## src/rtl/uart_cmd_ctrl_pkg.sv

```systemverilog
// Shared definitions for the UART command-frame controller.
//   state_t   : frame FSM state encoding (3-bit)
//   err_t     : error codes reported on o_err_code
//   SYNC_BYTE_DEF : default frame start marker
//   chk_sum() : frame checksum, (addr + data) mod 256
package uart_cmd_ctrl_pkg;

    typedef enum logic [2:0] {
        ST_IDLE   = 3'd0,
        ST_ADDR   = 3'd1,
        ST_DATA   = 3'd2,
        ST_CHK    = 3'd3,
        ST_COMMIT = 3'd4
    } state_t;

    typedef enum logic [1:0] {
        ERR_NONE = 2'd0,
        ERR_CHK  = 2'd1,
        ERR_ADDR = 2'd2,
        ERR_TMO  = 2'd3
    } err_t;

    localparam logic [7:0] SYNC_BYTE_DEF = 8'hA5;

    function automatic logic [7:0] chk_sum(input logic [7:0] a, input logic [7:0] d);
        return a + d;
    endfunction

endpackage

```

## src/rtl/uart_cmd_ctrl_reg_bank.sv

```systemverilog
// uart_reg_bank: NREG x 8-bit configuration register bank.
//   clk, rst (async, active-low)  : clock / reset, all registers clear to 0
//   i_wr_stb, i_wr_addr, i_wr_data : single write port
//   o_q                            : flattened bank, reg i at [8i+7:8i]
module uart_reg_bank #(
    parameter int NREG = 8,
    parameter int AW   = 3
) (
    input  logic              clk,
    input  logic              rst,
    input  logic              i_wr_stb,
    input  logic [AW-1:0]     i_wr_addr,
    input  logic [7:0]        i_wr_data,
    output logic [NREG*8-1:0] o_q
);

    logic [NREG-1:0][7:0] r_mem;

    always_ff @(posedge clk or negedge rst) begin
        if (!rst)
            r_mem <= '0;
        else if (i_wr_stb)
            r_mem[i_wr_addr] <= i_wr_data;
    end

    assign o_q = r_mem;

endmodule

```

## src/rtl/uart_cmd_ctrl.sv

```systemverilog
// uart_cmd_ctrl: sequences UART bytes through a SYNC/ADDR/DATA/CHK frame and
// commits each valid frame as one write into the config register bank.
//   clk, rst (async, active-low)
//   i_rx_irq, i_rx_data   : byte strobe / byte from the UART receiver
//   o_wr_stb/addr/data    : committed write (one-cycle strobe)
//   o_reg_q               : flattened register bank
//   o_frame_err, o_err_code : reject pulse / sticky last error code
//   o_frame_cnt           : committed frame count (wraps)
//   o_busy                : FSM not in IDLE
module uart_cmd_ctrl
    import uart_cmd_ctrl_pkg::*;
#(
    parameter logic [7:0] SYNC_BYTE = SYNC_BYTE_DEF,
    parameter int          TIMEOUT  = 50000,
    parameter int          NREG     = 8,
    localparam int         AW       = (NREG > 1) ? $clog2(NREG) : 1
) (
    input  logic              clk,
    input  logic              rst,
    input  logic              i_rx_irq,
    input  logic [7:0]        i_rx_data,
    output logic              o_wr_stb,
    output logic [AW-1:0]     o_wr_addr,
    output logic [7:0]        o_wr_data,
    output logic [NREG*8-1:0] o_reg_q,
    output logic              o_frame_err,
    output logic [1:0]        o_err_code,
    output logic [7:0]        o_frame_cnt,
    output logic              o_busy
);

    localparam int TW = (TIMEOUT > 2) ? $clog2(TIMEOUT) : 1;

    state_t        r_state, w_state_nx;
    logic          r_rx_irq_d;
    logic [7:0]    r_addr, r_data;
    logic [TW-1:0] r_tmo;
    logic          r_wr_stb, r_frame_err, r_busy;
    logic [AW-1:0] r_wr_addr;
    logic [7:0]    r_wr_data, r_frame_cnt;
    err_t          r_err_code;

    logic w_ev, w_tmo_hit, w_lat_addr, w_lat_data, w_commit, w_err, w_in_frame;
    err_t w_err_code;

    assign w_ev       = i_rx_irq & ~r_rx_irq_d;
    assign w_tmo_hit  = (r_tmo == TW'(TIMEOUT - 1));
    assign w_in_frame = (r_state == ST_ADDR) || (r_state == ST_DATA) || (r_state == ST_CHK);

    always_ff @(posedge clk or negedge rst) begin
        if (!rst) r_state <= ST_IDLE;
        else      r_state <= w_state_nx;
    end

    always_comb begin
        w_state_nx = r_state;
        w_lat_addr = 1'b0;
        w_lat_data = 1'b0;
        w_commit   = 1'b0;
        w_err      = 1'b0;
        w_err_code = r_err_code;
        case (r_state)
            // COMMIT also watches for SYNC so a new frame can start at once
            ST_IDLE, ST_COMMIT: begin
                w_commit   = (r_state == ST_COMMIT);
                w_state_nx = (w_ev && i_rx_data == SYNC_BYTE) ? ST_ADDR : ST_IDLE;
            end
            ST_ADDR, ST_DATA, ST_CHK: begin
                // a byte arriving on the expiry cycle takes priority
                if (w_ev) begin
                    if (r_state == ST_ADDR) begin
                        w_lat_addr = 1'b1;
                        w_state_nx = ST_DATA;
                    end else if (r_state == ST_DATA) begin
                        w_lat_data = 1'b1;
                        w_state_nx = ST_CHK;
                    end else if (i_rx_data != chk_sum(r_addr, r_data)) begin
                        w_err      = 1'b1;
                        w_err_code = ERR_CHK;
                        w_state_nx = ST_IDLE;
                    end else if ({1'b0, r_addr} >= 9'(NREG)) begin
                        w_err      = 1'b1;
                        w_err_code = ERR_ADDR;
                        w_state_nx = ST_IDLE;
                    end else begin
                        w_state_nx = ST_COMMIT;
                    end
                end else if (w_tmo_hit) begin
                    w_err      = 1'b1;
                    w_err_code = ERR_TMO;
                    w_state_nx = ST_IDLE;
                end
            end
            default: w_state_nx = ST_IDLE;
        endcase
    end

    always_ff @(posedge clk or negedge rst) begin
        if (!rst) begin
            r_rx_irq_d  <= 1'b0;
            r_addr      <= '0;
            r_data      <= '0;
            r_tmo       <= '0;
            r_wr_stb    <= 1'b0;
            r_wr_addr   <= '0;
            r_wr_data   <= '0;
            r_frame_err <= 1'b0;
            r_err_code  <= ERR_NONE;
            r_frame_cnt <= '0;
            r_busy      <= 1'b0;
        end else begin
            r_rx_irq_d <= i_rx_irq;
            if (w_lat_addr) r_addr <= i_rx_data;
            if (w_lat_data) r_data <= i_rx_data;
            // clearing on error too keeps the counter from passing TIMEOUT-1
            if (w_ev || !w_in_frame || w_err) r_tmo <= '0;
            else                              r_tmo <= r_tmo + 1'b1;
            r_wr_stb <= w_commit;
            if (w_commit) begin
                r_wr_addr <= r_addr[AW-1:0];
                r_wr_data <= r_data;
            end
            r_frame_err <= w_err;
            if (w_err) r_err_code <= w_err_code;
            // counted alongside the bank write so both update on the same edge
            if (r_wr_stb) r_frame_cnt <= r_frame_cnt + 1'b1;
            r_busy <= (w_state_nx != ST_IDLE);
        end
    end

    uart_reg_bank #(.NREG(NREG), .AW(AW)) u_bank (
        .clk       (clk),
        .rst       (rst),
        .i_wr_stb  (r_wr_stb),
        .i_wr_addr (r_wr_addr),
        .i_wr_data (r_wr_data),
        .o_q       (o_reg_q)
    );

    assign o_wr_stb    = r_wr_stb;
    assign o_wr_addr   = r_wr_addr;
    assign o_wr_data   = r_wr_data;
    assign o_frame_err = r_frame_err;
    assign o_err_code  = r_err_code;
    assign o_frame_cnt = r_frame_cnt;
    assign o_busy      = r_busy;

endmodule

```

## config.mk

```make
export PLATFORM = sky130hd
export DESIGN_NAME = uart_cmd_ctrl
export DESIGN_NICKNAME = d
export VERILOG_FILES = /design/src/rtl/uart_cmd_ctrl_pkg.sv /design/src/rtl/uart_cmd_ctrl_reg_bank.sv /design/src/rtl/uart_cmd_ctrl.sv
export SDC_FILE = /design/constraint.sdc
export NUM_CORES = 1
export LEC_CHECK = 0
export BUFFER_PORTS_ARGS = -buffer_cell sky130_fd_sc_hd__buf_4
export CORE_MARGIN = 5
export CORE_UTILIZATION = 50
export CTS_CLUSTER_DIAMETER = 200
export DETAILED_ROUTE_END_ITERATION = 6
export PLACE_DENSITY = 0.73
export RECOVER_POWER = 50
export SYNTH_ARGS = -nofsm -noshare
export SYNTH_HDL_FRONTEND = slang
export SYNTH_HIERARCHICAL = 1
export SYNTH_SLANG_ARGS = --single-unit
```

## constraint.sdc

```tcl
create_clock -name clk -period 2.7 [get_ports clk]
set_input_delay 0 -clock clk [delete_from_list [all_inputs] [get_ports clk]]
set_output_delay 0 -clock clk [all_outputs]
set_load 0.1 [all_outputs]
```

; ---- Word level (Yosys, flattened, before mapping)
; Index checks and enable logic that the tools add are counted.
[totals]
regBits = 124
output_inout_bits = 88
input_bits = 11
[op_classes]
reduce_logical = 13
n_lt_le_gt_ge = 3
bitwise_logic = 2
muxes = 33
add_sub_neg = 3
n_eq_ne = 10
[op_table]
columns = op, count
row1 = bitwise mux 64 bit, 1
row2 = demux 8 bit (select 3 bit), 1
row3 = two-way mux 3 bit, 6
row4 = "adder 16 x 1 -> 16 bit, second input constant", 1
row5 = "equality test 16 bit, second input constant", 1
row6 = two-way mux 1 bit, 16
row7 = two-way mux 16 bit, 1
row8 = two-way mux 2 bit, 6
row9 = "adder 8 x 1 -> 8 bit, second input constant", 1
row10 = adder 8 bit, 1
row11 = "equality test 8 bit, second input constant", 1
row12 = ">= comparator 8 x 4 -> 1 bit, second input constant", 1
row13 = two-way mux 8 bit, 1
row14 = != test 8 bit, 1
row15 = "equality test 3 x 2 -> 1 bit, second input constant", 2
row16 = one-hot mux 3 bit (2 select lines), 1
row17 = AND reduction 6 bit, 1
row18 = logical OR 1 bit, 4
row19 = "< comparator 3 x 4 -> 1 bit, second input constant", 1
row20 = "!= test 2 bit, second input constant", 2
row21 = "equality test 3 x 1 -> 1 bit, second input constant", 1
row22 = "equality test 3 bit, second input constant", 1
row23 = ">= comparator 3 x 1 -> 1 bit, second input constant", 1
row24 = logical NOT 3 bit, 1
row25 = 9 further kinds, 10

; ---- Depth between registers and ports, before layout
; Gate-level depths: netlist of the first run.
[logic_depth]
word_depth = 9
depth_mapped = 8
mapped_depth_nobuf = 8

; ---- Modules after synthesis
; Netlist of the first run, hierarchy kept.
[by_module_without_submodules]
columns = module, area_per_inst_um2, instances, cells_each
row1 = uart_cmd_ctrl, 2887.8, 1, 244
row2 = uart_reg_bank, 2452.4, 1, 143

; ---- Worst setup path before layout of the first run
; No wires, ideal clock.
[synth_path]
path_type = register to register
start = reg r_addr[0]
end = reg r_err_code[1] (netlist: o_err_code[1])
path_buffers = 0
arrival_time_ns = 2.126
stages_incl_launch_ff = 9
slack_ns = 0.448
setup_time_ns = 0.126
path_cell_list = dfrtp_1 -> ha_1 -> fa_1 -> a211oi_1 -> o21bai_1 -> a21oi_1 -> xnor2_1 -> and4b_1 -> o32a_1
[synth_between]
elab_chain_cells = 8
elab_cells_between_ends = 15
cone_classes = add/sub (1) / order compare (1) / eq/ne (2) / mux (10) / reduce/logical (1)
[synth_rtl]
columns = item, line_no
row1 = from (decl), uart_cmd_ctrl.sv:36  ; logic [7:0] r_addr, r_data;
row2 = from (signal assigned), uart_cmd_ctrl.sv:113  ; if (w_lat_addr) r_addr <= i_rx_data;
row3 = adder 8 bit / >= comparator 8 x 4 -> 1 bit (equally long branches), "uart_cmd_ctrl_pkg.sv:26, uart_cmd_ctrl.sv:81"
row4 = != test 8 bit / two-way mux 1 bit (equally long branches), "uart_cmd_ctrl.sv:77, uart_cmd_ctrl.sv:81"
row5 = two-way mux 1 bit, uart_cmd_ctrl.sv:77  ; end else if (i_rx_data != chk_sum(r_addr, r_data)) begin
row6 = two-way mux 1 bit, uart_cmd_ctrl.sv:74  ; end else if (r_state == ST_DATA) begin
row7 = two-way mux 1 bit, uart_cmd_ctrl.sv:71  ; if (r_state == ST_ADDR) begin
row8 = two-way mux 1 bit, uart_cmd_ctrl.sv:70  ; if (w_ev) begin
row9 = two-way mux 1 bit, uart_cmd_ctrl.sv:62  ; case (r_state)
row10 = AND reduction 6 bit (no line), --
row11 = to (signal assigned), uart_cmd_ctrl.sv:124  ; if (w_err) r_err_code <= w_err_code;
row12 = to (decl), uart_cmd_ctrl.sv:41  ; err_t r_err_code;
; Several ways; a longest one is shown, not always the timed one. The select of a mux whose other input is x is not followed.
; A chain may end at the register's enable or synchronous reset.

; ---- Worst setup path after layout of the first run
; Ends and elaborated chain as after synthesis.

==> results of run 1 <==
## critical path, stage by stage, from the launching register on
cell	delay [ns]
sky130_fd_sc_hd__dfrtp_1	0.39
sky130_fd_sc_hd__ha_1	0.25
sky130_fd_sc_hd__fa_1	0.42
sky130_fd_sc_hd__a211oi_1	0.34
sky130_fd_sc_hd__o21bai_1	0.13
sky130_fd_sc_hd__a21oi_1	0.18
sky130_fd_sc_hd__xnor2_1	0.12
sky130_fd_sc_hd__and4b_1	0.20
sky130_fd_sc_hd__o32a_1	0.34
## area by class of cell
cell class                      count  area, µm²
Fill cell                         818       3610
Clock inverter                     15        138
Clock buffer                       17        414
Multi-Input combinational cell    249       2160
Inverter                            2       7.51
Timing Repair Buffer              116        763
Sequential cell                   124       3100
Tap cell                          136        170
## synthesized netlist by cell type, types with 4 or more instances
| master | instances |
|---|---|
| sky130_fd_sc_hd__xnor2_1 | 20 |
| sky130_fd_sc_hd__o21ai_0 | 9 |
| sky130_fd_sc_hd__ha_1 | 9 |
| sky130_fd_sc_hd__buf_2 | 7 |
| sky130_fd_sc_hd__nand2_1 | 7 |
| sky130_fd_sc_hd__nor4bb_1 | 6 |
| sky130_fd_sc_hd__nand4_1 | 6 |
| sky130_fd_sc_hd__mux2_2 | 92 |
| sky130_fd_sc_hd__nand2b_1 | 4 |
| sky130_fd_sc_hd__and3_1 | 7 |
| sky130_fd_sc_hd__dfrtp_1 | 124 |
| sky130_fd_sc_hd__nor2_1 | 27 |
| sky130_fd_sc_hd__nand4b_1 | 4 |
| sky130_fd_sc_hd__or3_1 | 4 |
| sky130_fd_sc_hd__a21oi_1 | 5 |
| sky130_fd_sc_hd__nand3_1 | 7 |
| sky130_fd_sc_hd__xor2_1 | 14 |
## through the flow
step	setup slack, ns	instances	utilization [%]	hold slack [ns]	cell area, µm²
2_1_floorplan	0.448	387	-	-0.296	5340
3_3_place_gp	0.341	615	60.2	-0.0200	6240
3_5_place_dp	0.290	615	60.2	-0.0182	6240
4_1_cts	0.233	659	66.7	0.144	6920
5_1_grt	0.108	659	65.2	0.201	6760
6_report	0.242	659	65.2	0.196	6760
## routing by layer
| metal | share of wire [%] | up-vias |
|---|---|---|
| li1 | - | 1636 |
| met2 | 52 | 71 |
| met3 | 3.8 | 13 |
| met5 | 0 | - |
| met4 | 1.6 | 0 |
| met1 | 42 | 1797 |
## cell families after synthesis
group           Yosys count  share of synthesized area (%)
fa+ha+maj                11                           2.67
mux                      92                           19.4
simple gates             86                           9.49
buf+inv                  14                           1.36
compound gates           26                           3.40
xor+xnor                 34                           5.58
flops                   124                           58.1
## report_power, final
| part | internal, mW | leakage [nW] | switching, mW |
|---|---|---|---|
| registers | 2.02 | 1.69 | 0.152 |
| clock network | 1.23 | 0.266 | 0.845 |
| logic | 0.540 | 1.35 | 0.738 |
| total | 3.79 | 3.31 | 1.74 |
## state kept, by name (all words and copies together), names as in the netlist, 2 cells and up
| signal | cells |
|---|---|
| o_wr_data | 8 |
| r_tmo | 16 |
| r_state | 3 |
| o_frame_cnt | 8 |
| o_wr_addr | 3 |
| o_err_code | 2 |
| u_bank/o_q | 64 |
| r_addr | 8 |
| r_data | 8 |
## worst paths after layout
| check | to | slack (ns) | depth (start not counted) |
|---|---|---|---|
| setup / recovery | o_err_code[1] | 0.24 | 8 |
| hold / removal | r_rx_irq_d | 0.20 | 2 |
| setup reg to reg | o_err_code[1] | 0.24 | 8 |
| hold reg to reg | r_tmo[0] | 0.46 | 1 |
| max in group asynchronous | o_wr_data[3] | 0.52 | 4 |
| min in group asynchronous | u_bank/o_q[11] | 0.60 | 3 |
## repair_timing
action                     CTS  global route
hold endpoints to repair   143             0
hold buffers                12             0
setup endpoints to repair    0             0
==> flow_summary_export.csv, run 1 <==
group,metric,value,unit
global_route,gr-max-usage-layer,"met2",
floorplanning,row_count,37,
detailed_routing,post-route-drc-count,0,
global_route,grt_start_max_net_pins,62,
timing,max_slew_violation_count,0,
logic_synthesis,synth_top_area_share,58.1,%
critical_path,timing.critical_path.fanout_max,3,
critical_path,worstReg2RegStart,"r_addr[0]",
logic_synthesis,yosys_warnings,6,
logic_synthesis,post_synthesis_register_bit_count,124,
logic_synthesis,synth_fp_nets,408,
layout,final_nets,531,
global_route,first_global_vias,3709,
critical_path,startpoint_of_the_worst_setup_timing_path,"r_addr[0]",
clock_network,tritoncts,"built",
placed_design,port-buffer-count,98,
min_path,min_path_type,"in -> reg",
global_route,globalRouteOverflowTotal,0,
timing,timing.fmax,407,MHz
critical_path,crit_type,"reg -> reg",
global_route,gr-usage-all-layers,19.1,%
timing,timing.max_slew.rel_slack,19.3,%
floorplanning,placeableCoreArea,0.0104,mm²
floorplanning,die_area,0.0128,mm²
layout,final_cell_mix,"124 x sky130_fd_sc_hd__dfrtp_1, 92 x sky130_fd_sc_hd__mux2_2, 62 x sky130_fd_sc_hd__buf_4, 40 x sky130_fd_sc_hd__clkbuf_1, 27 x sky130_fd_sc_hd__nor2_1",
timing,timing.final.crit_period,2.46,ns
logic_synthesis,mappedNetlistArea,0.00534,mm²
global_route,global_routing_met3_resource_utilization,4.60,%
outcome,run_status,"finished, final reports clean",
floorplanning,starting_density_of_the_core,51.5,%
global_route,use_met1,24.2,%
clock_network,root_buffer,"sky130_fd_sc_hd__clkbuf_8",
timing,tightest_slew,1.22,ns
detailed_routing,routed_wire_length_per_instance,17.5,µm
timing,fin_setup_tns,0,ns
clock_network,clkLatencyLatePin,0.50,ns
logic_synthesis,ys_async_sr_fraction,100,%
layout,commonest_non_fill_non_tap_cell_in_the_layout,"sky130_fd_sc_hd__dfrtp_1",
clock_network,post_cts_resized,0,
detailed_routing,post_drt_via_cell_ratio,5.34,
logic_synthesis,synthFlopType,"sky130_fd_sc_hd__dfrtp_1",
timing,finClkSkew,0.0100,ns
global_route,grt_pass1_wl,19400,µm
clock_network,clkSinkCount,124,
job,cap_viol_max_count,0,
logic_synthesis,synth_area_leaders,"sky130_fd_sc_hd__dfrtp_1 58%, sky130_fd_sc_hd__mux2_2 19%, sky130_fd_sc_hd__xnor2_1 3.3%, sky130_fd_sc_hd__xor2_1 2.3%, sky130_fd_sc_hd__ha_1 2.1%",
detailed_routing,wl,11500,µm
logic_synthesis,yosys.area.top_type,"sky130_fd_sc_hd__dfrtp_1",
clock_network,clock_tree.htree_level_count,4,
detailed_routing,drt_pass1_iterations,4,
layout,synthToLayoutAreaGrowth,26.6,%
detailed_routing,detail_route.iter0.violations,212,
clock_network,cts_buffers,17,
critical_path,data_required_time_at_the_worst_endpoint,3.08,ns
floorplanning,die_w,113,µm
logic_synthesis,postSynthAreaPerCell,13.8,µm²
layout,n_antenna_cell,0,
clock_network,max-clock-path-buffers,2,
placed_design,gpl_wtd_cong,0.826,
detailed_routing,detail-route-antenna-nets,0,
logic_synthesis,ys_types,45,
critical_path,timing.critical_path.to_type,"register",
timing,final-setup-viol-count,0,
floorplanning,fp.dieH,113,µm
critical_path,worst_ep_arrival_time,2.84,ns
detailed_routing,routed_via_count,3517,
logic_synthesis,synth-edff-count,0,
layout,layout-drive-gt1-share,36.5,%
timing,rsz0062_at_grt,"no",
timing,hold_viol_final,0,
global_route,groute.layer.met2.usage,32.1,%
logic_synthesis,ys_seq_area_share,58.1,%
critical_path,startpoint_type,"register",
clock_network,cts.reportedPaths.clkPinSlew,0.06,ns
power_and_ir_drop,p_leak,3.31,nW
global_route,antenna_violations_before_repair,0,
timing,finalCritPeriodShare,91.0,%
power_and_ir_drop,final_total_power,5.53,mW
clock_network,cts_post_setup_buffers_inserted,0,
power_and_ir_drop,vdd.ir_drop.worst,579,µV
power_and_ir_drop,pwr_dens,818,mW/mm²
placed_design,dp_hpwl,8160,µm
floorplanning,io-pin-count,99,
logic_synthesis,syn_inst,387,
min_path,worstHoldStart,"i_rx_irq",
No activity file was read; power rests on OpenSTA's default activity.
==> inputs of run 2 (changes only) <==
==> constraint.sdc (replaced) <==
create_clock -name clk -period 2.75 [get_ports clk]
set_input_delay 0 -clock clk [delete_from_list [all_inputs] [get_ports clk]]
set_output_delay 0 -clock clk [all_outputs]
set_load 0.01 [all_outputs]
==> run 2 against run 1 <==
Worst hold slack barely moved. Critical path depth stayed put. Via count increased by 1.3%. Clock skew fell by 0.0013 ns. Non-clock buffer count decreased by 3. Combinational power decreased by 14%. Count of clock-buffer cells in the layout up 1. First-iteration DRC count shrank 0.94%. Design area is 1.8% lower. Total power is 1.7% lower. Sequential share of layout area rose by 0.85 points. Largest power group is now clock.
==> flow_summary_export.csv, run 2 (same netlist as run 1, synthesis figures left out) <==
group,metric,value,unit
placed_design,dp_cells,614,
job,cap_viol_max_count,0,
timing,finClkSkew,0.00878,ns
placed_design,gpl_wtd_cong,0.806,
floorplanning,starting_density_of_the_core,51.5,%
clock_network,clock_tree.htree_level_count,4,
layout,synthToLayoutAreaGrowth,24.3,%
layout,commonest_non_fill_non_tap_cell_in_the_layout,"sky130_fd_sc_hd__dfrtp_1",
layout,largest_register_ff_count,64,
critical_path,crit_type,"reg -> reg",
detailed_routing,routed_wire_length_per_instance,17.6,µm
layout,n_antenna_cell,0,
critical_path,timing.reg2reg.setup_slack,0.28,ns
clock_network,root_buffer,"sky130_fd_sc_hd__clkbuf_8",
clock_network,clkSinkCount,124,
floorplanning,row_count,37,
detailed_routing,drt_pass1_iterations,5,
critical_path,timing.critical_path.to_type,"register",
critical_path,timing.critical_path.slowest_stage_cell,"sky130_fd_sc_hd__fa_1",
timing,max_slew_violation_count,0,
detailed_routing,post_drt_via_cell_ratio,5.44,
outcome,run_status,"finished, final reports clean",
clock_network,post_cts_resized,0,
global_route,first_global_vias,3634,
global_route,grt_start_max_net_pins,68,
detailed_routing,post-route-drc-count,0,
critical_path,startpoint_of_the_worst_setup_timing_path,"r_addr[0]",
detailed_routing,wl,11500,µm
global_route,globalRouteOverflowTotal,0,
clock_network,tritoncts,"built",
min_path,min_path_type,"in -> reg",
placed_design,dp_hpwl,7980,µm
global_route,antenna_violations_before_repair,0,
detailed_routing,detail-route-antenna-nets,0,
clock_network,cts.reportedPaths.clkPinSlew,0.06,ns
power_and_ir_drop,pwr_dens,819,mW/mm²
timing,hold_viol_final,0,
critical_path,timing.critical_path.fanout_max,3,
floorplanning,fp.dieH,113,µm
floorplanning,placeableCoreArea,0.0104,mm²
layout,stdcell_count,655,
critical_path,data_required_time_at_the_worst_endpoint,3.14,ns
timing,timing.final.crit_period,2.47,ns
layout,final_nets,528,
critical_path,worstReg2RegStart,"r_addr[0]",
timing,timing.max_slew.rel_slack,4.28,%
critical_path,worstPathCellList,"ha_1, fa_1, a211oi_1, o21bai_1, a21oi_1, xnor2_1, and4b_1, o32a_1",
floorplanning,die_w,113,µm
layout,final_cell_mix,"124 x sky130_fd_sc_hd__dfrtp_1, 92 x sky130_fd_sc_hd__mux2_2, 73 x sky130_fd_sc_hd__clkbuf_1, 28 x sky130_fd_sc_hd__buf_4, 27 x sky130_fd_sc_hd__nor2_1",
timing,tightest_slew,1.44,ns
critical_path,startpoint_type,"register",
critical_path,crit_path_end,"o_err_code[1]",
timing,timing.fmax,405,MHz
critical_path,timing.critical_path.slowest_cell_delay,0.42,ns
global_route,grt_pass1_wl,18900,µm
detailed_routing,detail_route.iter0.violations,210,
floorplanning,io-pin-count,99,
clock_network,max-clock-path-buffers,2,
timing,rsz0062_at_grt,"no",
global_route,gr-usage-all-layers,18.7,%
timing,fin_setup_tns,0,ns
critical_path,reg2reg_depth,8,
critical_path,worstReg2RegEnd,"o_err_code[1]",
clock_network,clkLatencyLatePin,0.51,ns
power_and_ir_drop,p_leak,3.16,nW
power_and_ir_drop,vdd.ir_drop.worst,538,µV
timing,final-setup-viol-count,0,
layout,layout-drive-gt1-share,30.1,%
clock_network,cts_buffers,17,
floorplanning,die_area,0.0128,mm²
min_path,worstHoldStart,"i_rx_irq",
detailed_routing,routed_via_count,3563,
timing,finalCritPeriodShare,89.8,%
critical_path,worst_ep_arrival_time,2.86,ns
placed_design,port-buffer-count,98,
[run 2: cell count changes in the layout (fill, tap and decap cells not counted), moves of 2 or more]
| cell | change |
|---|---|
| sky130_fd_sc_hd__buf_4 | -34 |
| sky130_fd_sc_hd__clkbuf_1 | +33 |
| sky130_fd_sc_hd__inv_6 | -5 |
| sky130_fd_sc_hd__clkinv_4 | +3 |
| sky130_fd_sc_hd__bufinv_16 | +2 |
[run 2: what timing repair did]
item / in CTS / in global routing
hold buffers: 10 / 0
endpoints found under the hold margin: 76 / 0
buffers inserted: 0 / 0
[run 2: metal layers]
layer  vias to the layer above  wire length (µm)  global-route usage (%)
li1                       1638                 -                       -
met1                      1831              4920                    23.7
met2                        83              5940                    31.5
met3                        11               482                    4.44
met4                         0               160                    6.73
met5                         -                 0                       0
[run 2: area by class of cell]
type                       instances  area, µm²
clock inverter                    13        168
clock buffer                      18        428
multi-input combinational        249       2160
inverter                           2       7.51
fill                             855       3730
sequential                       124       3100
tap                              136        170
timing repair buffer             113        597
[run 2: worst max-delay path: cells and delay by family (launching register included)]
kind                       cells  cell delay (ns)
xor gates and xnor gates       1             0.13
DFF                            1             0.39
AOI/OAI and AO/OA              4             0.96
adders and majority gates      2             0.66
and+or+nand+nor                1             0.21
[run 2: how the worst min path moves through the flow]
| stage | to | depth (start not counted) |
|---|---|---|
| final | r_rx_irq_d | 2 |
| after global routing | r_rx_irq_d | 2 |
| after CTS | r_addr[7] | 2 |
| after detailed placement | r_addr[7] | 1 |
| after global placement | r_data[7] | 1 |
| after floorplan | o_busy | 0 |
[run 2: through the flow]
stage               setup WS (ns)  utilization [%]  cell area, µm²  hold slack, ns  total power, mW
floorplan                   0.498                -            5340          -0.296             2.99
global placement            0.390             60.1            6230           0.110             3.21
detailed placement          0.319             60.1            6230           0.122             3.25
CTS                         0.294             66.8            6930           0.121             5.49
global route                0.160             64.0            6640           0.206             5.71
finish                      0.280             64.0            6640           0.196             5.44
[run 2: power breakdown]
| part | total [mW] | switching [mW] | leakage (nW) | internal [mW] |
|---|---|---|---|---|
| Combinational | 1.10 | 0.583 | 1.18 | 0.520 |
| Clock | 2.20 | 0.801 | 0.287 | 1.40 |
| Sequential | 2.13 | 0.145 | 1.69 | 1.99 |
==> inputs of run 3 (changes only) <==
==> constraint.sdc (replaced) <==
create_clock -name clk -period 2.75 [get_ports clk]
set_input_delay 0.55 -clock clk [delete_from_list [all_inputs] [get_ports clk]]
set_output_delay 0.55 -clock clk [all_outputs]
set_load 0.01 [all_outputs]
==> run 3 against run 2 <==
Utilization increased by 1.4 points. Via count decreased by 2.0%. Setup slack improved by 0.037 ns. Final cell count decreased by 0.76%. Non-clock buffer count decreased by 6. Global-route usage increased by 0.49 points. First-iteration DRC count decreased by 20%. Flip-flop and latch count unchanged. Register-to-register slack improved by 0.04 ns. Critical path depth unchanged. Routed wire length increased by 2.4%. Highest routed layer unchanged.
==> flow_summary_export.csv, run 3 (same netlist as run 1, synthesis figures left out) <==
group,metric,value,unit
detailed_routing,wl,11800,µm
timing,fin_setup_tns,0,ns
clock_network,tritoncts,"built",
layout,fillerInstances,793,
layout,largest_register_ff_count,64,
global_route,grt_pass1_wl,19500,µm
detailed_routing,routed_via_count,3491,
timing,timing.max_slew.rel_slack,15.4,%
min_path,whs_path_depth,1,
layout,n_antenna_cell,0,
timing,timing.fmax,411,MHz
critical_path,worst_ep_arrival_time,2.83,ns
global_route,globalRouteOverflowTotal,0,
power_and_ir_drop,seq_power_share,37.9,%
floorplanning,die_area,0.0128,mm²
floorplanning,starting_density_of_the_core,51.5,%
critical_path,crit_buf_inv,0,
timing,tightest_slew,1.27,ns
timing,holdWs,0.190,ns
clock_network,postCtsHoldBufs,0,
critical_path,data_required_time_at_the_worst_endpoint,3.14,ns
power_and_ir_drop,switching_share,27.1,%
placed_design,dpl-instance-area,0.00626,mm²
job,cap_viol_max_count,0,
clock_network,post_cts_resized,0,
critical_path,worstPathCellList,"ha_1, fa_1, a211oi_1, o21bai_1, a21oi_1, xnor2_1, and4b_1, o32a_1",
min_path,worst_hold_path.endpoint,"r_rx_irq_d",
min_path,min_path_type,"in -> reg",
placed_design,gpl_wtd_cong,0.823,
layout,commonest_non_fill_non_tap_cell_in_the_layout,"sky130_fd_sc_hd__dfrtp_1",
critical_path,worstReg2RegEnd,"o_err_code[1]",
layout,final_cell_area,0.00678,mm²
detailed_routing,drt_pass1_iterations,4,
power_and_ir_drop,final_total_power,5.64,mW
layout,final_nets,522,
detailed_routing,detail-route-antenna-nets,0,
critical_path,worstReg2RegStart,"r_addr[0]",
min_path,worstHoldStart,"i_rx_irq",
floorplanning,fp.dieH,113,µm
clock_network,cts_post_setup_buffers_inserted,0,
global_route,first_global_vias,3709,
critical_path,reg2reg_depth,8,
timing,max_slew_violation_count,0,
layout,layout-drive-gt1-share,39.7,%
power_and_ir_drop,pwr_dens,831,mW/mm²
clock_network,cts_buffers,17,
critical_path,timing.critical_path.to_type,"register",
global_route,gr-usage-all-layers,19.2,%
floorplanning,die_w,113,µm
clock_network,clkLatencyLatePin,0.51,ns
global_route,antenna_violations_before_repair,0,
critical_path,timing.reg2reg.setup_slack,0.32,ns
critical_path,crit_type,"reg -> reg",
detailed_routing,post-route-drc-count,0,
clock_network,max-clock-path-buffers,2,
power_and_ir_drop,power_report.internal_total,4.11,mW
power_and_ir_drop,power.net_switching,1.53,mW
power_and_ir_drop,vdd.ir_drop.worst,630,µV
placed_design,port-buffer-count,98,
floorplanning,row_count,37,
power_and_ir_drop,pwr-share-clk,42.7,%
critical_path,critical-path-top-delay-family,"compound AO/OA/AOI/OAI gates",
clock_network,clock_tree.htree_level_count,4,
clock_network,root_buffer,"sky130_fd_sc_hd__clkbuf_8",
placed_design,dp_hpwl,8120,µm
power_and_ir_drop,power_frac_comb,19.4,%
critical_path,startpoint_type,"register",
detailed_routing,detail_route.iter0.violations,168,
layout,final_cell_mix,"124 x sky130_fd_sc_hd__dfrtp_1, 92 x sky130_fd_sc_hd__mux2_2, 77 x sky130_fd_sc_hd__buf_4, 30 x sky130_fd_sc_hd__clkbuf_1, 27 x sky130_fd_sc_hd__nor2_1",
timing,final-setup-viol-count,0,
timing,finalCritPeriodShare,88.5,%
floorplanning,io-pin-count,99,
clock_network,clkSinkCount,124,
timing,rsz0062_at_grt,"no",
detailed_routing,routed_wire_length_per_instance,18.1,µm
timing,finClkSkew,0.0110,ns
layout,synthToLayoutAreaGrowth,27.0,%
outcome,run_status,"finished, final reports clean",
timing,hold_viol_final,0,
floorplanning,placeableCoreArea,0.0104,mm²
global_route,grt_start_max_net_pins,53,
clock_network,cts.reportedPaths.clkPinSlew,0.06,ns
critical_path,timing.critical_path.slowest_cell_delay,0.42,ns
critical_path,timing.critical_path.fanout_max,3,
critical_path,timing.critical_path.slowest_stage_cell,"sky130_fd_sc_hd__fa_1",
timing,timing.final.crit_period,2.43,ns
power_and_ir_drop,p_leak,3.36,nW
detailed_routing,post_drt_via_cell_ratio,5.37,
run 3: worst register-to-register path: cells and delay by family, from the launching register on:
kind / cells / cell delay, ns
compound gates: 4 / 0.93
fa+ha+maj: 2 / 0.67
flops: 1 / 0.40
simple gates: 1 / 0.20
xor+xnor: 1 / 0.13
run 3: stage by stage:
step	setup slack [ns]	cells	utilization [%]
finish	0.317	650	65.4
global route	0.171	650	65.4
CTS	0.304	650	66.6
detailed placement	0.310	618	60.4
global placement	0.387	618	60.4
floorplan	0.498	387	-
run 3: power by group through the flow:
stage               clock [mW]  sequential, mW  combinational (mW)
floorplan                    0            2.13               0.862
global placement             0            2.15                1.07
detailed placement           0            2.16                1.10
CTS                       2.44            2.13                1.11
global route              2.53            2.15                1.22
finish                    2.41            2.13                1.10
run 3: final cells by class:
class | count | area (µm²) | area share (%)
repair buffers | 107 | 693 | 10.2
well taps | 136 | 170 | 2.51
clock buffers | 20 | 435 | 6.42
inverters | 2 | 7.51 | 0.111
flip-flops and latches | 124 | 3100 | 45.7
clock inverters | 12 | 210 | 3.10
multi-input cells | 249 | 2160 | 31.9
run 3: worst max-delay path by stage:
| stage | end | slack, ns | cells past startpoint | start |
|---|---|---|---|---|
| final | o_err_code[1] | 0.32 | 8 | r_addr[0] |
| after global routing | o_err_code[1] | 0.17 | 8 | r_addr[0] |
| after CTS | o_err_code[1] | 0.30 | 8 | r_addr[0] |
| after detailed placement | o_err_code[1] | 0.31 | 8 | r_addr[0] |
| after global placement | o_err_code[1] | 0.39 | 8 | r_addr[0] |
| after floorplan | o_err_code[1] | 0.50 | 8 | r_addr[0] |
run 3: routing by layer:
| metal | vias to the layer above | share of wire, % | GRT usage [%] |
|---|---|---|---|
| li1 | 1622 | - | - |
| met3 | 6 | 4.4 | 4.97 |
| met4 | 0 | 0.90 | 5.37 |
| met2 | 75 | 53 | 33.1 |
| met1 | 1788 | 42 | 24.0 |
| met5 | - | 0 | 0 |
